==> src/rtl/conv2_fc1_pkg.sv <==
// Shared constants and FSM state type for the conv2 -> fc1 bank reader.
package conv2_fc1_pkg;

  localparam int N_CH   = 16;  // channels (banks) per address
  localparam int DW     = 8;   // data width per channel
  localparam int AW     = 11;  // bank address width
  localparam int RD_LAT = 1;   // default port-B read latency (legal 1..3)

  typedef enum logic [1:0] {
    IDLE = 2'd0,
    RUN  = 2'd1,
    ZERO = 2'd2
  } state_t;

endpackage

==> src/rtl/fc1_beat_buffer.sv <==
// Two-deep word buffer that serialises one N_CH-channel bank word into
// N_CH beats of a valid/ready stream. out_buf is being streamed, stage_buf
// holds the next word so the stream continues with no bubble.
module fc1_beat_buffer #(
  parameter int N_CH = 16,
  parameter int DW   = 8
) (
  input  logic              clk,
  input  logic              rst_n,
  input  logic              cap_valid,   // bank word present on cap_data this cycle
  input  logic              cap_last,    // word belongs to the final address
  input  logic [N_CH*DW-1:0] cap_data,
  input  logic              ready,
  output logic              valid,
  output logic [DW-1:0]     data,
  output logic              last,
  output logic [1:0]        full_cnt     // number of occupied word buffers
);

  localparam int            BW        = (N_CH > 1) ? $clog2(N_CH) : 1;
  localparam logic [BW-1:0] LAST_BEAT = BW'(N_CH - 1);

  logic [N_CH*DW-1:0] out_data;
  logic [N_CH*DW-1:0] stage_data;
  logic               out_full;
  logic               stage_full;
  logic               out_last;
  logic               stage_last;
  logic [BW-1:0]      beat_idx;
  logic               hs;
  logic               word_done;

  assign hs        = out_full & ready;
  assign word_done = hs & (beat_idx == LAST_BEAT);

  assign valid    = out_full;
  assign data     = out_data[beat_idx*DW +: DW];
  assign last     = out_full & out_last & (beat_idx == LAST_BEAT);
  assign full_cnt = {1'b0, out_full} + {1'b0, stage_full};

  // Beat pointer: advances only on a handshake, so data/last hold while stalled.
  // NOTE: sequential state uses non-blocking assignments so every register
  // samples pre-edge values regardless of statement order.
  always_ff @(posedge clk or negedge rst_n) begin
    if (!rst_n) begin
      beat_idx <= '0;
    end else if (hs) begin
      beat_idx <= (beat_idx == LAST_BEAT) ? '0 : beat_idx + BW'(1);
    end
  end

  // Capture and refill: a new word goes to out_buf when it is free (or frees
  // on this edge and stage_buf has nothing queued), otherwise to stage_buf.
  // NOTE: the word buffers are reset too, because data_in_fc1 is a direct
  // slice of out_buf and must read 0 out of reset.
  always_ff @(posedge clk or negedge rst_n) begin
    if (!rst_n) begin
      out_data   <= '0;
      stage_data <= '0;
      out_full   <= 1'b0;
      stage_full <= 1'b0;
      out_last   <= 1'b0;
      stage_last <= 1'b0;
    end else if (word_done) begin
      if (stage_full) begin
        out_data <= stage_data;
        out_last <= stage_last;
        if (cap_valid) begin
          stage_data <= cap_data;
          stage_last <= cap_last;
        end else begin
          stage_full <= 1'b0;
        end
      end else if (cap_valid) begin
        out_data <= cap_data;
        out_last <= cap_last;
      end else begin
        out_full <= 1'b0;
      end
    end else if (cap_valid) begin
      if (!out_full) begin
        out_data <= cap_data;
        out_last <= cap_last;
        out_full <= 1'b1;
      end else begin
        stage_data <= cap_data;
        stage_last <= cap_last;
        stage_full <= 1'b1;
      end
    end
  end

endmodule

==> src/rtl/conv2_fc1_reader.sv <==
// Read side of the conv2 output banks: issues port-B reads in address order
// and flattens each N_CH-channel word into an address-major DW-bit stream
// for fc1, sustaining one beat per cycle.
module conv2_fc1_reader #(
  parameter int N_CH   = conv2_fc1_pkg::N_CH,
  parameter int DW     = conv2_fc1_pkg::DW,
  parameter int AW     = conv2_fc1_pkg::AW,
  parameter int RD_LAT = conv2_fc1_pkg::RD_LAT
) (
  input  logic               clk,
  input  logic               rst_n,
  input  logic               start,
  input  logic [AW:0]        frame_len,
  output logic               enb2,
  output logic               web2,
  output logic [AW-1:0]      addrb2,
  input  logic [N_CH*DW-1:0] datain2_flat,
  output logic [DW-1:0]      data_in_fc1,
  output logic               fc1_valid,
  input  logic               fc1_ready,
  output logic               fc1_last,
  output logic               busy,
  output logic               done
);

  import conv2_fc1_pkg::*;

  localparam logic [AW:0] LEN_ONE = (AW + 1)'(1);

  state_t            state;
  logic [AW:0]       len_q;       // latched frame length
  logic [AW:0]       next_addr;   // next address to read (also reads issued)
  logic              rd_last_q;   // read currently on enb2 is the final address
  logic [RD_LAT-1:0] pipe_vld;    // read tags travelling with bank latency
  logic [RD_LAT-1:0] pipe_last;
  logic              cap_valid;
  logic              cap_last;
  logic [1:0]        full_cnt;
  logic              in_flight;
  logic              issue;
  logic              final_hs;

  assign web2      = 1'b0;
  assign cap_valid = pipe_vld[RD_LAT-1];
  assign cap_last  = pipe_last[RD_LAT-1];
  assign in_flight = enb2 | (|pipe_vld);
  // One read in flight at most, and only when its word has a free buffer.
  assign issue     = (state == RUN) && (next_addr < len_q) && !in_flight &&
                     (full_cnt <= 2'd1);
  assign final_hs  = fc1_valid & fc1_ready & fc1_last;

  // Frame control: latches the request, issues reads, signals busy/done.
  always_ff @(posedge clk or negedge rst_n) begin
    if (!rst_n) begin
      state     <= IDLE;
      len_q     <= '0;
      next_addr <= '0;
      rd_last_q <= 1'b0;
      enb2      <= 1'b0;
      addrb2    <= '0;
      busy      <= 1'b0;
      done      <= 1'b0;
    end else begin
      enb2 <= 1'b0;
      done <= 1'b0;
      case (state)
        IDLE: begin
          if (start) begin
            len_q <= frame_len;
            busy  <= 1'b1;
            if (frame_len == '0) begin
              next_addr <= '0;
              state     <= ZERO;
            end else begin
              // First read goes out straight away to meet the start latency.
              enb2      <= 1'b1;
              addrb2    <= '0;
              next_addr <= LEN_ONE;
              rd_last_q <= (frame_len == LEN_ONE);
              state     <= RUN;
            end
          end
        end
        RUN: begin
          if (issue) begin
            enb2      <= 1'b1;
            addrb2    <= next_addr[AW-1:0];
            next_addr <= next_addr + LEN_ONE;
            rd_last_q <= (next_addr == len_q - LEN_ONE);
          end
          if (final_hs) begin
            busy  <= 1'b0;
            done  <= 1'b1;
            state <= IDLE;
          end
        end
        ZERO: begin
          busy  <= 1'b0;
          done  <= 1'b1;
          state <= IDLE;
        end
        default: state <= IDLE;
      endcase
    end
  end

  // Read-tag pipe: marks the cycle in which bank data for a read is valid.
  always_ff @(posedge clk or negedge rst_n) begin
    if (!rst_n) begin
      pipe_vld  <= '0;
      pipe_last <= '0;
    end else begin
      pipe_vld[0]  <= enb2;
      pipe_last[0] <= rd_last_q;
      for (int i = 1; i < RD_LAT; i++) begin
        pipe_vld[i]  <= pipe_vld[i-1];
        pipe_last[i] <= pipe_last[i-1];
      end
    end
  end

  fc1_beat_buffer #(
    .N_CH (N_CH),
    .DW   (DW)
  ) u_beat_buffer (
    .clk       (clk),
    .rst_n     (rst_n),
    .cap_valid (cap_valid),
    .cap_last  (cap_last),
    .cap_data  (datain2_flat),
    .ready     (fc1_ready),
    .valid     (fc1_valid),
    .data      (data_in_fc1),
    .last      (fc1_last),
    .full_cnt  (full_cnt)
  );

endmodule
==> config.mk <==
export PLATFORM = sky130hd
export DESIGN_NAME = conv2_fc1_reader
export DESIGN_NICKNAME = d
export VERILOG_FILES = /design/src/rtl/conv2_fc1_pkg.sv /design/src/rtl/fc1_beat_buffer.sv /design/src/rtl/conv2_fc1_reader.sv
export SDC_FILE = /design/constraint.sdc
export NUM_CORES = 1
export LEC_CHECK = 0
export CELL_PAD_IN_SITES_DETAIL_PLACEMENT = 0
export CELL_PAD_IN_SITES_GLOBAL_PLACEMENT = 2
export CORE_ASPECT_RATIO = 0.7
export CORE_UTILIZATION = 38
export CTS_CLUSTER_DIAMETER = 60
export DETAILED_ROUTE_END_ITERATION = 16
export GPL_TIMING_DRIVEN = 1
export PLACE_DENSITY_LB_ADDON = 0.1
export REMOVE_ABC_BUFFERS = 1
export SYNTH_ARGS = -nofsm -noshare
export SYNTH_HDL_FRONTEND = slang
export SYNTH_SLANG_ARGS = --single-unit
==> constraint.sdc <==
create_clock -name clk -period 3.4 [get_ports clk]
set_clock_uncertainty 0.05 [all_clocks]
set_input_delay 0.34 -clock clk [delete_from_list [all_inputs] [get_ports clk]]
set_output_delay 0.34 -clock clk [all_outputs]
set_load 0.05 [all_outputs]
==> results by group <==
Run status
  – Outcome: finished, final reports clean

Die
  – Starting Density: 38.8%
  – I/O pin total: ~170
  – Die H: 165 um
  – Die area: 0.0389 mm2
  – # rows: about 60
  – Core ar.: around 0.037 mm2
  – Chip width: between 200 and 250 um

Power and ir drop
  – Sequential share of power: 39.8%
  – Sw frac: around a third
  – Power per cell area: about 900 mW/mm2
  – Clock power share: 24.1%
  – Max VDD drop: between 0.0004 and 0.0005 V
  – Lkg Pwr: ~7.5 nW
  – P_int: approximately 0.011 W
  – Comb pwr share: between 30% and 40%
  – Psw: around 0.0055 W

Synth
  – Synth cell types: 50
  – Syn. warnings: 0
  – Yosys top cell by area: dfrtp_1
  – Primary FF master, synth: dfrtp_1
  – Async SR Flop Fraction: 100%
  – Synthesized cell area: about 0.014 mm2
  – Sequential area share after synthesis: between 50% and 60%
  – #FFs+latches synth: around 310
  – Yosys top cell area share: a little over half
  – Area contributors post-synth: dfrtp_1 (53%), mux2_2 (11%), mux2i_1 (9.1%)
  – Commonest cells in the synthesized netlist: dfrtp_1 (307), o21ai_0 (167), nand2_1 (158), mux2_2 (142), mux2i_1 (131)
  – Synth Area per Inst: about 12 um2
  – Number of enable flip-flop cells after synthesis: 0
  – Cell with the most instances after synthesis: dfrtp_1
  – Post-Syn Instances: between 1,000 and 1,500

STA
  – Tightest Pin Transition: ~0.86 ns
  – Hold_ws: 0.358 ns
  – Final period util: 92.1%
  – Minimum clock period: 3.13 ns
  – Fmax: about 320 MHz
  – Final Hold Vio Count: 0
  – RSZ-0062 raised after global routing: no
  – Slew headroom: between 40 and 50%
  – Max Slew Vio Count: 0
  – Final setup fails: 0
  – Total Negative Setup Slacks: 0 ns

GRT
  – GRT Overall Usage: about 18%
  – First-pass GRT wire length: 55.9 mm
  – Total grt overflow: 0
  – Initial antenna violation count: 3
  – Largest net degree at the start of global routing: 161
  – Vias in the first global route: between 9,000 and 10,000

Placed design
  – Placed inst area: 0.0168 mm2
  – GPL Wtd Cong: 0.817
  – Port bufs: around 170
  – Dpl hpwl: 23.5 mm

Detailed routing
  – First drt pass iteration count: 4
  – DRT iter0 DRCs: 587
  – Post-DRT Antenna Nets: 0
  – Routed WL: roughly 35 mm
  – WL per Instance: roughly 19 um
  – Via count: roughly 9,600
  – DRC Markers: 0
  – Vias/cell: just over 5

Critical path
  – CP Class: flip-flop to output port
  – CP Capture Type: output port
  – Reg-to-reg critical path endpoint: u_beat_buffer.out_data[40]
  – R2R depth: 9
  – WP data arrival: 2.74 ns
  – Worst path required time: around 3.0 ns
  – FF-to-FF setup slack: about 0.49 ns
  – CP Launch Type: flip-flop
  – CP max FO: 21
  – Reg2reg start: u_beat_buffer.beat_idx[1]

CTS
  – Setup Buffers After CTS: 0
  – Clock Path Buffers: 3
  – Worst-skew pair later-pin latency: between 0.5 and 0.6 ns
  – CTS Root Buffer Type: clkbuf_16
  – H-tree depth: 2
  – Clock transition at path regs: 0.06 ns
  – Num CTS Buffers: 35
  – TritonCTS clock tree: built
  – Clock sinks: about 300

Layout
  – Fillers: 3,424
  – Nets: 1,518
  – Final Cell Area: 0.0180 mm2
  – P&R area growth vs syn: 24.2%
  – Layout cell share with drive strength beyond 1: between 20% and 30%

Run
  – Max_cap viols: 0

Min path
  – Tightest Hold Check Type: primary input to async pin
## state kept, by name, indices dropped and copies added (netlist names)
register / cells
done: 1
u_beat_buffer.stage_full: 1
u_beat_buffer.out_last: 1
next_addr: 12
u_beat_buffer.beat_idx: 4
cap_valid: 1
addrb2: 11
u_beat_buffer.out_data: 128
cap_last: 1
state: 2
rd_last_q: 1
busy: 1
enb2: 1
len_q: 12
u_beat_buffer.stage_last: 1
u_beat_buffer.valid: 1
u_beat_buffer.stage_data: 128
## layout by cell type, fill, tap and decap left out, drive strengths merged, types with 2 or more instances in the layout
cell type      count
nor2b              5
mux2             142
nor3               3
ha                19
clkinv             2
and2               3
mux4              40
buf               36
dfrtp            307
dlymetal6s2s       3
nand4              7
a31oi              2
xor2               9
a221oi             2
o31ai              5
nand2            158
o32ai              3
nand2b             2
clkdlybuf4s50    158
bufinv             2
and3               3
nor2              13
diode              2
a21oi             17
xnor2              9
o21ai            168
or3               10
nand3              8
nor4               6
a22oi              2
inv               25
a21o               4
mux2i            131
o21a               3
clkbuf            54
or2                3
## final cells by class
type | instances | area, um2 | area share [%]
multi-input combinational | 789 | 6360 | 35.4
timing repair buffer | 198 | 2030 | 11.3
clock buffer | 54 | 1100 | 6.11
tap | 488 | 611 | 3.40
clock inverter | 6 | 97.6 | 0.543
antenna | 2 | 5.00 | 0.0278
sequential | 307 | 7680 | 42.7
inverter | 24 | 90.1 | 0.501
## power groups by stage
stage | clock network (W) | logic (W) | registers (W)
floorplan | 0 | 0.00442 | 0.00639
global placement | 0 | 0.00585 | 0.00646
detailed placement | 0 | 0.00596 | 0.00652
CTS | 0.00403 | 0.00597 | 0.00646
global route | 0.00414 | 0.00642 | 0.00670
finish | 0.00390 | 0.00585 | 0.00645
## cells by family (layout without fill, tap and decap cells)
group | Yosys count | in the layout | synth area share, %
flip-flops | 307 | 307 | 53.1
buffers and inverters | 105 | 282 | 3.16
AO/OA/AOI/OAI | 213 | 213 | 7.94
XOR/XNOR | 18 | 18 | 1.09
multiplexers | 313 | 313 | 26.3
other | 1 | 3 | 0.0259
adder cells (fa/ha/maj) | 19 | 19 | 1.64
AND/OR/NAND/NOR | 225 | 225 | 6.77
## worst max-delay path, cell delays in order, from the launching register on
cell	delay [ns]
dfrtp_2	0.74
buf_4	0.38
mux4_2	0.42
mux4_2	0.47
buf_4	0.21
## layer usage
metal  track usage (%)  share of wire [%]  vias up
li1                  -                  -     4611
met1              27.4                 50     4744
met2              27.8                 43      156
met3              3.27                4.2       52
met4              4.69                1.9        2
met5                 0              0.037        -
## repair_timing
action | in CTS | in global routing
resized for setup | 0 | 3
endpoints found under the setup margin | 0 | 3
hold endpoints to repair | 77 | 0
hold buffers | 1 | 0
## through the flow
step	setup WS (ns)	std cells	utilization [%]	power (W)
3_5_place_dp	0.435	1805	44.9	0.0125
2_1_floorplan	-14.59	1120	-	0.0108
4_1_cts	0.00371	1866	48.1	0.0165
5_1_grt	0.174	1867	48.1	0.0173
3_3_place_gp	0.519	1805	44.9	0.0123
6_report	0.270	1868	48.1	0.0162
## how the worst max path moves through the flow
stage / start / slack [ns] / to / cells past startpoint
4_1_cts: u_beat_buffer.beat_idx[0] / 0.004 / data_in_fc1[6] / 4
2_1_floorplan: u_beat_buffer.beat_idx[0] / -14.59 / u_beat_buffer.out_data[0] / 7
5_1_grt: u_beat_buffer.beat_idx[1] / 0.17 / data_in_fc1[7] / 4
3_3_place_gp: next_addr[1] / 0.52 / addrb2[7] / 8
3_5_place_dp: u_beat_buffer.beat_idx[1] / 0.44 / u_beat_buffer.out_data[40] / 9
6_report: u_beat_buffer.beat_idx[1] / 0.27 / data_in_fc1[7] / 4
(Power assumes the default switching activity.)
